**config.mk**
```make
export PLATFORM = sky130hd
export DESIGN_NAME = fifo_uart_flat
export DESIGN_NICKNAME = d
export VERILOG_FILES = /design/src/rtl/fifo_uart_if.sv /design/src/rtl/fifo_uart.sv /design/src/flat_wrapper.sv
export SDC_FILE = /design/constraint.sdc
export NUM_CORES = 1
export LEC_CHECK = 0
export BUFFER_PORTS_ARGS = -buffer_cell sky130_fd_sc_hd__buf_4
export CAP_MARGIN = 0
export CORE_UTILIZATION = 35
export DETAILED_ROUTE_END_ITERATION = 10
export GPL_ROUTABILITY_DRIVEN = 0
export HOLD_SLACK_MARGIN = 0.08
export PLACE_DENSITY = 0.55
export SLEW_MARGIN = 10
export SYNTH_ARGS = -nofsm -noshare
export SYNTH_HDL_FRONTEND = slang
export SYNTH_SLANG_ARGS = --single-unit
```
**constraint.sdc**
```tcl
create_clock -name clk -period 12.35 [get_ports clk]
set_input_delay 2.47 -clock clk [delete_from_list [all_inputs] [get_ports clk]]
set_output_delay 2.47 -clock clk [all_outputs]
set_load 0.03 [all_outputs]
```
**src/rtl/fifo_uart_if.sv**
```systemverilog
// fifo_uart_if -- PicoRV32 native memory bus, as seen by one peripheral.
//   mem_valid  : CPU request valid
//   mem_addr   : byte address
//   mem_wdata  : write data
//   mem_wstrb  : byte strobes, 0 = read
//   mem_ready  : one-cycle acknowledge from the peripheral
//   mem_rdata  : read data, valid while mem_ready is high
// master = CPU / bus driver, slave = peripheral.
interface fifo_uart_if;
  logic        mem_valid;
  logic [31:0] mem_addr;
  logic [31:0] mem_wdata;
  logic [3:0]  mem_wstrb;
  logic        mem_ready;
  logic [31:0] mem_rdata;

  modport master (
    output mem_valid, mem_addr, mem_wdata, mem_wstrb,
    input  mem_ready, mem_rdata
  );

  modport slave (
    input  mem_valid, mem_addr, mem_wdata, mem_wstrb,
    output mem_ready, mem_rdata
  );
endinterface

```
**src/rtl/fifo_uart.sv**
```systemverilog
// fifo_uart -- buffered UART with TX/RX FIFOs on the PicoRV32 native bus.
// Registers (word offsets from BASE_ADDR):
//   +0x0 DIV     clk cycles per bit, byte-writable, effective value max(DIV,2)
//   +0x4 DATA    write pushes TX byte; read pops RX byte (0xFFFF_FFFF if empty)
//   +0x8 STATUS  [0] tx_full [1] tx_empty [2] rx_full [3] rx_empty
//                [4] rx_overrun [5] frame_err [6] tx_drop (sticky, W1C)
//                [7] tx_busy [23:16] rx_count [31:24] tx_count
//   +0xC CTRL    [0] rx_irq_en [1] tx_irq_en [2] err_irq_en
// Ports:
//   clk, reset : system clock, asynchronous active-high reset
//   bus        : native bus slave (single-cycle registered acknowledge)
//   irq        : registered level interrupt
//   ser_tx     : serial output, idle high
//   ser_rx     : serial input, asynchronous to clk
module fifo_uart #(
  parameter logic [31:0] BASE_ADDR   = 32'h0200_0010,
  parameter int          FIFO_DEPTH  = 16,
  parameter logic [31:0] DEFAULT_DIV = 32'd104
) (
  input  logic       clk,
  input  logic       reset,
  fifo_uart_if.slave bus,
  output logic       irq,
  output logic       ser_tx,
  input  logic       ser_rx
);
  localparam int AW = $clog2(FIFO_DEPTH);
  localparam int PW = AW + 1;

  localparam logic [1:0] R_DIV    = 2'd0;
  localparam logic [1:0] R_DATA   = 2'd1;
  localparam logic [1:0] R_STATUS = 2'd2;
  localparam logic [1:0] R_CTRL   = 2'd3;

  typedef enum logic [1:0] {S_IDLE, S_START, S_DATA, S_STOP} uart_state_e;

  function automatic logic [7:0] sat8(input logic [PW-1:0] c);
    logic [8:0] e;
    e = 9'(c);
    return e[8] ? 8'hFF : e[7:0];
  endfunction

  // ---------------- bus decode ----------------
  logic       sel, wr, rd;
  logic [1:0] reg_sel;
  logic       unused_addr;

  assign sel         = bus.mem_valid && (bus.mem_addr[31:4] == BASE_ADDR[31:4]) && !bus.mem_ready;
  assign wr          = sel && (bus.mem_wstrb != 4'b0000);
  assign rd          = sel && (bus.mem_wstrb == 4'b0000);
  assign reg_sel     = bus.mem_addr[3:2];
  assign unused_addr = ^bus.mem_addr[1:0];

  logic [31:0] div_reg, eff_div;
  logic [2:0]  ctrl;
  logic        rx_overrun, frame_err, tx_drop;

  assign eff_div = (div_reg < 32'd2) ? 32'd2 : div_reg;

  // ---------------- TX FIFO ----------------
  logic [7:0]    tx_mem [FIFO_DEPTH];
  logic [PW-1:0] tx_wp, tx_rp, tx_count;
  logic          tx_full, tx_empty, tx_push, tx_pop, tx_drop_set;

  assign tx_empty    = tx_wp == tx_rp;
  assign tx_full     = (tx_wp[AW] != tx_rp[AW]) && (tx_wp[AW-1:0] == tx_rp[AW-1:0]);
  assign tx_count    = tx_wp - tx_rp;
  assign tx_push     = wr && (reg_sel == R_DATA) && bus.mem_wstrb[0] && !tx_full;
  assign tx_drop_set = wr && (reg_sel == R_DATA) && bus.mem_wstrb[0] && tx_full;

  // ---------------- RX FIFO ----------------
  logic [7:0]    rx_mem [FIFO_DEPTH];
  logic [PW-1:0] rx_wp, rx_rp, rx_count;
  logic          rx_full, rx_empty, rx_push, rx_pop;
  logic [7:0]    rx_head;

  assign rx_empty = rx_wp == rx_rp;
  assign rx_full  = (rx_wp[AW] != rx_rp[AW]) && (rx_wp[AW-1:0] == rx_rp[AW-1:0]);
  assign rx_count = rx_wp - rx_rp;
  assign rx_pop   = rd && (reg_sel == R_DATA) && !rx_empty;
  assign rx_head  = rx_mem[rx_rp[AW-1:0]];

  // NOTE: sequential state is updated with non-blocking assignments so every
  // flop samples pre-edge values regardless of block evaluation order.
  always_ff @(posedge clk or posedge reset) begin
    if (reset) begin
      tx_wp <= '0;
      tx_rp <= '0;
      rx_wp <= '0;
      rx_rp <= '0;
    end else begin
      if (tx_push) tx_wp <= tx_wp + PW'(1);
      if (tx_pop)  tx_rp <= tx_rp + PW'(1);
      if (rx_push) rx_wp <= rx_wp + PW'(1);
      if (rx_pop)  rx_rp <= rx_rp + PW'(1);
    end
  end

  // NOTE: FIFO storage is deliberately left out of reset; the pointers alone
  // define which entries are valid, and an unreset array maps onto RAM.
  logic [7:0] rx_shift;

  always_ff @(posedge clk) begin
    if (tx_push) tx_mem[tx_wp[AW-1:0]] <= bus.mem_wdata[7:0];
    if (rx_push) rx_mem[rx_wp[AW-1:0]] <= rx_shift;
  end

  // ---------------- TX FSM ----------------
  uart_state_e tx_state, tx_state_nxt;
  logic [31:0] tx_div, tx_cnt;
  logic [2:0]  tx_bit;
  logic [7:0]  tx_shift;
  logic        tx_bit_end, tx_busy, tx_line;

  assign tx_bit_end = tx_cnt == (tx_div - 32'd1);
  assign tx_pop     = (tx_state == S_IDLE) && !tx_empty;
  assign tx_busy    = tx_state != S_IDLE;

  always_ff @(posedge clk or posedge reset) begin
    if (reset) tx_state <= S_IDLE;
    else       tx_state <= tx_state_nxt;
  end

  // NOTE: every signal assigned in always_comb gets a default first so no
  // path through the case can leave it unassigned and infer a latch.
  always_comb begin
    tx_state_nxt = tx_state;
    case (tx_state)
      S_IDLE:  if (!tx_empty)                    tx_state_nxt = S_START;
      S_START: if (tx_bit_end)                   tx_state_nxt = S_DATA;
      S_DATA:  if (tx_bit_end && tx_bit == 3'd7) tx_state_nxt = S_STOP;
      default: if (tx_bit_end)                   tx_state_nxt = S_IDLE;
    endcase
  end

  always_comb begin
    tx_line = 1'b1;
    case (tx_state)
      S_START: tx_line = 1'b0;
      S_DATA:  tx_line = tx_shift[0];
      default: tx_line = 1'b1;
    endcase
  end

  // The divider is re-latched at every bit boundary so DIV writes never
  // stretch or shrink a bit already on the wire.
  always_ff @(posedge clk or posedge reset) begin
    if (reset) begin
      tx_div   <= 32'd2;
      tx_cnt   <= '0;
      tx_bit   <= '0;
      tx_shift <= '0;
      ser_tx   <= 1'b1;
    end else begin
      ser_tx <= tx_line;
      if (tx_pop) begin
        tx_shift <= tx_mem[tx_rp[AW-1:0]];
        tx_cnt   <= '0;
        tx_div   <= eff_div;
        tx_bit   <= '0;
      end else if (tx_busy) begin
        if (tx_bit_end) begin
          tx_cnt <= '0;
          tx_div <= eff_div;
          if (tx_state == S_DATA) begin
            tx_shift <= {1'b0, tx_shift[7:1]};
            tx_bit   <= tx_bit + 3'd1;
          end
        end else begin
          tx_cnt <= tx_cnt + 32'd1;
        end
      end
    end
  end

  // ---------------- RX synchroniser + FSM ----------------
  logic        rx_s1, rx_s2;
  uart_state_e rx_state, rx_state_nxt;
  logic [31:0] rx_div, rx_cnt;
  logic [2:0]  rx_bit;
  logic        rx_done;        // stop bit already sampled, waiting for idle line
  logic        rx_half, rx_bit_end, rx_stop_sample;
  logic        rx_overrun_set, frame_err_set;

  assign rx_half        = rx_cnt == (rx_div >> 1);
  assign rx_bit_end     = rx_cnt == (rx_div - 32'd1);
  assign rx_stop_sample = (rx_state == S_STOP) && !rx_done && rx_bit_end;

  always_ff @(posedge clk or posedge reset) begin
    if (reset) begin
      rx_s1    <= 1'b1;
      rx_s2    <= 1'b1;
      rx_state <= S_IDLE;
    end else begin
      rx_s1    <= ser_rx;
      rx_s2    <= rx_s1;
      rx_state <= rx_state_nxt;
    end
  end

  always_comb begin
    rx_state_nxt = rx_state;
    case (rx_state)
      S_IDLE:  if (!rx_s2)  rx_state_nxt = S_START;
      S_START: if (rx_half) rx_state_nxt = rx_s2 ? S_IDLE : S_DATA;
      S_DATA:  if (rx_bit_end && rx_bit == 3'd7) rx_state_nxt = S_STOP;
      default: if ((rx_done || rx_bit_end) && rx_s2) rx_state_nxt = S_IDLE;
    endcase
  end

  // A pop in the same cycle frees the slot, so a full FIFO still accepts.
  always_comb begin
    rx_push        = rx_stop_sample && rx_s2 && (!rx_full || rx_pop);
    rx_overrun_set = rx_stop_sample && rx_s2 && rx_full && !rx_pop;
    frame_err_set  = rx_stop_sample && !rx_s2;
  end

  always_ff @(posedge clk or posedge reset) begin
    if (reset) begin
      rx_div   <= 32'd2;
      rx_cnt   <= '0;
      rx_bit   <= '0;
      rx_shift <= '0;
      rx_done  <= 1'b0;
    end else begin
      case (rx_state)
        S_IDLE: begin
          rx_cnt  <= '0;
          rx_div  <= eff_div;
          rx_bit  <= '0;
          rx_done <= 1'b0;
        end
        S_START: begin
          if (rx_half) begin
            rx_cnt <= '0;
            rx_div <= eff_div;
          end else begin
            rx_cnt <= rx_cnt + 32'd1;
          end
        end
        S_DATA: begin
          if (rx_bit_end) begin
            rx_shift <= {rx_s2, rx_shift[7:1]};
            rx_bit   <= rx_bit + 3'd1;
            rx_cnt   <= '0;
            rx_div   <= eff_div;
          end else begin
            rx_cnt <= rx_cnt + 32'd1;
          end
        end
        default: begin
          if (!rx_done) begin
            if (rx_bit_end) rx_done <= 1'b1;
            else            rx_cnt  <= rx_cnt + 32'd1;
          end
        end
      endcase
    end
  end

  // ---------------- registers, read mux, irq ----------------
  logic [31:0] status, rdata_mux;
  logic [2:0]  sticky_clr;

  assign status = {sat8(tx_count), sat8(rx_count), 8'h00,
                   tx_busy, tx_drop, frame_err, rx_overrun,
                   rx_empty, rx_full, tx_empty, tx_full};

  assign sticky_clr = (wr && reg_sel == R_STATUS && bus.mem_wstrb[0]) ? bus.mem_wdata[6:4] : 3'b000;

  always_comb begin
    rdata_mux = 32'h0;
    case (reg_sel)
      R_DIV:    rdata_mux = div_reg;
      R_DATA:   rdata_mux = rx_empty ? 32'hFFFF_FFFF : {24'h0, rx_head};
      R_STATUS: rdata_mux = status;
      default:  rdata_mux = {29'h0, ctrl};
    endcase
  end

  always_ff @(posedge clk or posedge reset) begin
    if (reset) begin
      div_reg       <= DEFAULT_DIV;
      ctrl          <= '0;
      rx_overrun    <= 1'b0;
      frame_err     <= 1'b0;
      tx_drop       <= 1'b0;
      irq           <= 1'b0;
      bus.mem_ready <= 1'b0;
      bus.mem_rdata <= '0;
    end else begin
      bus.mem_ready <= sel;
      bus.mem_rdata <= rd ? rdata_mux : 32'h0;
      if (wr && reg_sel == R_DIV) begin
        for (int b = 0; b < 4; b++)
          if (bus.mem_wstrb[b]) div_reg[8*b +: 8] <= bus.mem_wdata[8*b +: 8];
      end
      if (wr && reg_sel == R_CTRL && bus.mem_wstrb[0]) ctrl <= bus.mem_wdata[2:0];
      // Set wins over a simultaneous write-1-to-clear.
      rx_overrun <= rx_overrun_set | (rx_overrun & ~sticky_clr[0]);
      frame_err  <= frame_err_set  | (frame_err  & ~sticky_clr[1]);
      tx_drop    <= tx_drop_set    | (tx_drop    & ~sticky_clr[2]);
      irq <= (ctrl[0] & !rx_empty) |
             (ctrl[1] & tx_empty & !tx_busy) |
             (ctrl[2] & (rx_overrun | frame_err | tx_drop));
    end
  end
endmodule

```
**src/flat_wrapper.sv**
```systemverilog
// flat-port wrapper written by rule: the top's interface ports become plain ports
module fifo_uart_flat 
#(
  parameter logic [31:0] BASE_ADDR   = 32'h0200_0010,
  parameter int          FIFO_DEPTH  = 16,
  parameter logic [31:0] DEFAULT_DIV = 32'd104
)
  (clk, reset, irq, ser_tx, ser_rx, bus_mem_valid, bus_mem_addr, bus_mem_wdata, bus_mem_wstrb, bus_mem_ready, bus_mem_rdata);
  fifo_uart_if bus_i ();
  input  logic clk;
  input  logic reset;
  output logic irq;
  output logic ser_tx;
  input  logic ser_rx;
  input wire logic [$bits(bus_i.mem_valid)-1:0] bus_mem_valid;
  input wire logic [$bits(bus_i.mem_addr)-1:0] bus_mem_addr;
  input wire logic [$bits(bus_i.mem_wdata)-1:0] bus_mem_wdata;
  input wire logic [$bits(bus_i.mem_wstrb)-1:0] bus_mem_wstrb;
  output wire logic [$bits(bus_i.mem_ready)-1:0] bus_mem_ready;
  output wire logic [$bits(bus_i.mem_rdata)-1:0] bus_mem_rdata;
  assign bus_i.mem_valid = bus_mem_valid;
  assign bus_i.mem_addr = bus_mem_addr;
  assign bus_i.mem_wdata = bus_mem_wdata;
  assign bus_i.mem_wstrb = bus_mem_wstrb;
  assign bus_mem_ready = bus_i.mem_ready;
  assign bus_mem_rdata = bus_i.mem_rdata;
  fifo_uart #(.BASE_ADDR(BASE_ADDR), .FIFO_DEPTH(FIFO_DEPTH), .DEFAULT_DIV(DEFAULT_DIV)) u_core (.clk(clk), .reset(reset), .bus(bus_i), .irq(irq), .ser_tx(ser_tx), .ser_rx(ser_rx));
endmodule
```
# Word-level counts from Yosys, hierarchy flattened
# Memories as Yosys holds them, arrays and structs flattened.
# Index checks and enable logic that the tools add are counted.
[classes]
add_sub_neg = 12
reduce_logical = 65
n_lt_le_gt_ge = 1
n_eq_ne = 29
bitwise = 17
n_mux = 48
[ops]
columns = ["operator", "count"]
rows = [
  ["$mux W32", 15],
  ["$pmux W32 S3", 3],
  ["$add A32 B1 Y32 const B", 2],
  ["$eq A32 B32 Y1", 2],
  ["$sub A32 B1 Y32 const B", 2],
  ["$eq A32 B31 Y1", 1],
  ["$lt A32 B2 Y1 const B", 1],
  ["$mux W8", 4],
  ["$eq A28 B22 Y1 const B", 1],
  ["$logic_and A1 B1 Y1", 28],
  ["$add A5 B1 Y5 const B", 4],
  ["$mux W2", 9],
  ["$mux W3", 6],
  ["$reduce_and A2 Y1", 8],
  ["$pmux W2 S3", 2],
  ["$eq A2 B2 Y1 const B", 5],
  ["$eq A5 B5 Y1", 2],
  ["$ne A2 B1 Y1 const B", 5],
  ["$reduce_bool A2 Y1", 5],
  ["$sub A5 B5 Y5", 2],
  ["$logic_not A1 Y1", 9],
  ["$eq A4 B4 Y1", 2],
  ["$ne A4 B4 Y1 const B", 2],
  ["$reduce_and A4 Y1", 2],
  ["other kinds (18)", 50],
]
[totals]
mem_bits_rw = 256
out_inout_bits = 35
mem_count = 2
reg_bits = 250
[memory_table]
columns = ["memory", "depth", "width", "rd", "rd_clocked_by_memory_dff", "write_ports", "line_no", "text"]
rows = [
  ["u_core.rx_mem", 16, 8, 1, 0, 1, "fifo_uart.sv:72", "logic [7:0] rx_mem [FIFO_DEPTH];"],
  ["u_core.tx_mem", 16, 8, 1, 0, 1, "fifo_uart.sv:61", "logic [7:0] tx_mem [FIFO_DEPTH];"],
]

# Longest topological paths before layout
[logic_depth]
ltp_word = 10
ltp_mapped = 15
mapped_depth_nobuf = 12

# Worst setup path before layout
# No wires, ideal clock.
[synth_path]
path_type = "input to register"
startpoint = "in bus_mem_addr[5]"
endpoint = "mem u_core.tx_mem[5][0] (enable)"
setup_time_ns = 0.383
path_stages = 7
n_path_buf = 0
arrival_ns = 4.860
path_slack_ns = 7.106
required_ns = 11.967
cell_sequence = "nor4b_1 > nand4_1 > nor2_1 > nand2_1 > nor4b_1 > nand2_1 > nor3_1"
[synth_via]
elab_chain_len = 9
[synth_lines]
columns = ["item", "line_no", "text"]
rows = [
  ["start, declared", "flat_wrapper.sv:16", "input wire logic [$bits(bus_i.mem_addr)-1:0] bus_mem_addr;"],
  ["$eq A28 B22 Y1", "fifo_uart.sv:48", "assign sel = bus.mem_valid && (bus.mem_addr[31:4] == BASE_ADDR[31:4]) && !bus.mem_ready;"],
  ["$logic_and A1 B1 Y1 (2 in series)", "fifo_uart.sv:48", ""],
  ["named net u_core.sel", "fifo_uart.sv:44", "logic sel, wr, rd;"],
  ["$logic_and A1 B1 Y1", "fifo_uart.sv:49", "assign wr = sel && (bus.mem_wstrb != 4'b0000);"],
  ["$logic_and A1 B1 Y1 (3 in series)", "fifo_uart.sv:68", "assign tx_push = wr && (reg_sel == R_DATA) && bus.mem_wstrb[0] && !tx_full;"],
  ["$mux W1", "fifo_uart.sv:104", "if (tx_push) tx_mem[tx_wp[AW-1:0]] <= bus.mem_wdata[7:0];"],
  ["$mux W1 (not written as such)", "fifo_uart.sv:104", ""],
  ["end, declared", "fifo_uart.sv:61", ""],
]
# The timed path passes the listed nets, and every way through them passes these cells.

# Worst setup path after layout
[layout_path]
startpoint = "in bus_mem_wstrb[0]"
endpoint = "mem u_core.rx_mem[7][4] (enable)"
[layout_via]
elab_chain_len = 8
[layout_lines]
columns = ["item", "line_no", "text"]
rows = [
  ["start, declared", "flat_wrapper.sv:18", "input wire logic [$bits(bus_i.mem_wstrb)-1:0] bus_mem_wstrb;"],
  ["$logic_not A4 Y1", "fifo_uart.sv:50", "assign rd = sel && (bus.mem_wstrb == 4'b0000);"],
  ["$logic_and A1 B1 Y1", "fifo_uart.sv:50", ""],
  ["$logic_and A1 B1 Y1 (2 in series)", "fifo_uart.sv:80", "assign rx_pop = rd && (reg_sel == R_DATA) && !rx_empty;"],
  ["$logic_or A1 B1 Y1", "fifo_uart.sv:213", "rx_push = rx_stop_sample && rx_s2 && (!rx_full || rx_pop);"],
  ["$logic_and A1 B1 Y1", "fifo_uart.sv:213", ""],
  ["$mux W1", "fifo_uart.sv:105", "if (rx_push) rx_mem[rx_wp[AW-1:0]] <= rx_shift;"],
  ["$mux W1 (not written as such)", "fifo_uart.sv:105", ""],
  ["end, declared", "fifo_uart.sv:72", ""],
]
# Every way passes these cells.

==> metrics.yaml <==
detailed_routing:
  routed_wl_um: 64200
  drtPass1Iterations: 5
  drt_iter0_drc: 1138
  vias_per_cell: 5.45
  wl_per_cell_um: 21.6
  dr_total_vias: 16205
  drt_drc_violations_left: 0
  drtAntennaViolNets: 0
setup_path:
  cp.arrival_ns: 6.20
  r2r_setup_slack_ns: 6.82
  endpoint_kind: "flop"
  critPathMaxFanout: 20
  required_ns: 12.63
  startpoint_type: "input pin"
  criticalPathCategory: "input pin to flop"
cells_and_area:
  final_core_util_pct: 40.4
  drive_above_1_share_pct: 22.0
  area_delta_synth_final_pct: 14.2
  nets: 2091
global_route:
  antenna_found_initial: 5
  overflow: 0
  grt_use_total_pct: 18.1
  grt_max_degree: 110
  grt_first_pass_wirelength_um: 98700
  grt_pass1_vias: 16178
power_and_ir_drop:
  leakagePower_nw: 11.6
  finalPower_w: 0.00416
  vdd_drop_max_mv: 0.131
  p_per_area_nw_per_um2: 147
yosys:
  yosys-top-cells-area: "edfxtp_1 31%, dfrtp_1 24%, mux4_2 7.3%"
  avgSynthCellArea_um2: 12.9
  synth_compound_gate_area_share_pct: 7.40
  async_flop_share_pct: 49.4
  ys_seq_area_share_pct: 56.2
  syn_nets: 2025
  synth_top_family_by_area: "multiplexers"
  yosysTopAreaCell: "edfxtp_1"
  ys_seq_elements: 506
  synthMuxAreaShare_pct: 14.6
  synth_top_area_share_pct: 31.0
  synth_edf_count: 256
  synth_fa_ha_area_share_pct: 1.88
  synth_area_um2: 24800
  yosys_warnings: 0
  synth-simple-area-share_pct: 11.9
  synthCells: 1917
  synth_most_common_cell: "edfxtp_1"
  synth-xor-area-share_pct: 5.00
  ys.flop_type: "edfxtp_1"
  synth.cells.most_frequent: "256 x edfxtp_1, 242 x dfrtp_1, 106 x nand2_1, 94 x clkbuf_1, 87 x mux2_2"
  synth_cell_types: 79
clock_tree:
  tritoncts: "done"
  numCtsBuffers: 56
  cts.path.max_buffers: 3
  holdBufCountCts: 0
  post_cts_buffers: 0
  numClockSinks: 506
  clock_latency_ns: 0.65
  ctsResizeCount: 0
  clockRootBuffer: "clkbuf_16"
  htree_levels: 2
  clk_pin_slew_ns: 0.06
floorplan:
  ios: 107
  fp.dieH_um: 268
  die-area_um2: 72000
  fp-row-count: 97
  die-width_um: 268
  core_area_um2: 70100
  start_util_pct: 35.4
sta:
  hold_ws_ns: 0.355
  min_period_ns: 5.92
  rsz0062_at_grt: "false"
  totalNegativeSetupSlack_ns: 0
  hold_viol: 0
  slew-limit-headroom_pct: 28.2
  maxSlewViolCount: 0
  tightest_slew_ns: 1.08
  final-setup-viol-count: 0
  period_share_pct: 47.9
  skew_ns: 0.0511
  fmax_mhz: 169
hold_path:
  hold_path_class: "flop to flop"
flow_run:
  maxCapViolCount: 0
placement:
  io_buffers: 104
  hpwl_um: 44100
outcome:
  status: "completed"
## cell type report
| type | instances | area (um^2) |
|---|---|---|
| Inverter | 55 | 214 |
| Fill cell | 6598 | 41800 |
| Tap cell | 940 | 1180 |
| Clock buffer | 79 | 1550 |
| Sequential cell | 506 | 14000 |
| Multi-Input combinational cell | 1234 | 10100 |
| Antenna cell | 1 | 2.50 |
| Clock inverter | 27 | 358 |
| Timing Repair Buffer | 130 | 976 |
## power breakdown
group          internal, W  total [W]  switching, W
clock              0.00101    0.00171      0.000709
combinational     0.000186   0.000493      0.000306
sequential         0.00186    0.00195     0.0000904
## routing by layer
layer / vias up / share of wire (%) / global-route usage, %
li1: 7393 / - / -
met5: - / 0.048 / 0
met1: 8245 / 45 / 24.8
met2: 446 / 47 / 29.0
met3: 115 / 5.3 / 3.23
met4: 6 / 3.1 / 5.84
## kinds of logic (layout without fill, tap and decap cells)
| family | after synthesis | count (layout) |
|---|---|---|
| compound gates | 281 | 281 |
| buf+inv | 177 | 291 |
| other cells | 0 | 1 |
| mux | 237 | 237 |
| flops | 506 | 506 |
| fa+ha+maj | 36 | 36 |
| xor+xnor | 140 | 140 |
| simple gates | 540 | 540 |
## path summary, 6_finish.rpt
path | start | endpoint | depth (start not counted)
worst max-delay path | bus_mem_wstrb[0] | u_core.rx_mem[7][4] | 8
max in group asynchronous | reset | u_core.rx_rp[1] | 3
worst min register to register | u_core.rx_s1 | u_core.rx_s2 | 0
worst min-delay path | u_core.rx_s1 | u_core.rx_s2 | 0
worst max register to register | u_core.rx_div[0] | u_core.rx_mem[7][4] | 11
min in group asynchronous | reset | u_core.tx_shift[4] | 2
## cell usage in the layout (no fill, tap or decap), types with 9 or more instances in the layout
cell type	count
edfxtp_1	256
dfrtp_1	239
buf_4	130
nand2_1	106
mux2_2	87
nor2_1	85
a21oi_1	82
mux4_2	80
xor2_1	71
xnor2_1	68
clkbuf_16	56
nor3_1	54
nor4_1	53
inv_1	52
o21ai_0	41
nand3_1	40
mux2i_1	39
a31oi_1	36
nand4_1	35
ha_1	34
mux2_4	27
and2_1	24
or4_1	23
or3_1	19
nand2b_1	18
and3_1	17
clkbuf_1	17
a211oi_1	16
a22o_1	13
o22ai_1	12
or2_2	10
o31ai_1	10
and4_1	9
## metrics by stage
step	std cells	worst slack, ns	cell area, um^2
3_3_place_gp	2865	5.92	26400
3_5_place_dp	2865	5.82	26400
6_report	2972	6.43	28300
2_1_floorplan	1917	3.02	24800
5_1_grt	2971	6.21	28300
4_1_cts	2971	6.50	28300
## worst max-delay path, stage by stage
cell and delay (ns):
buf_4 0.14, nor4_1 0.90, nand2_1 0.72, o31a_1 0.50, nor2_1 0.13, nand4_1 0.28, nor3b_1 0.54, and2_1 0.50
Power figures use the tool's default switching activity.
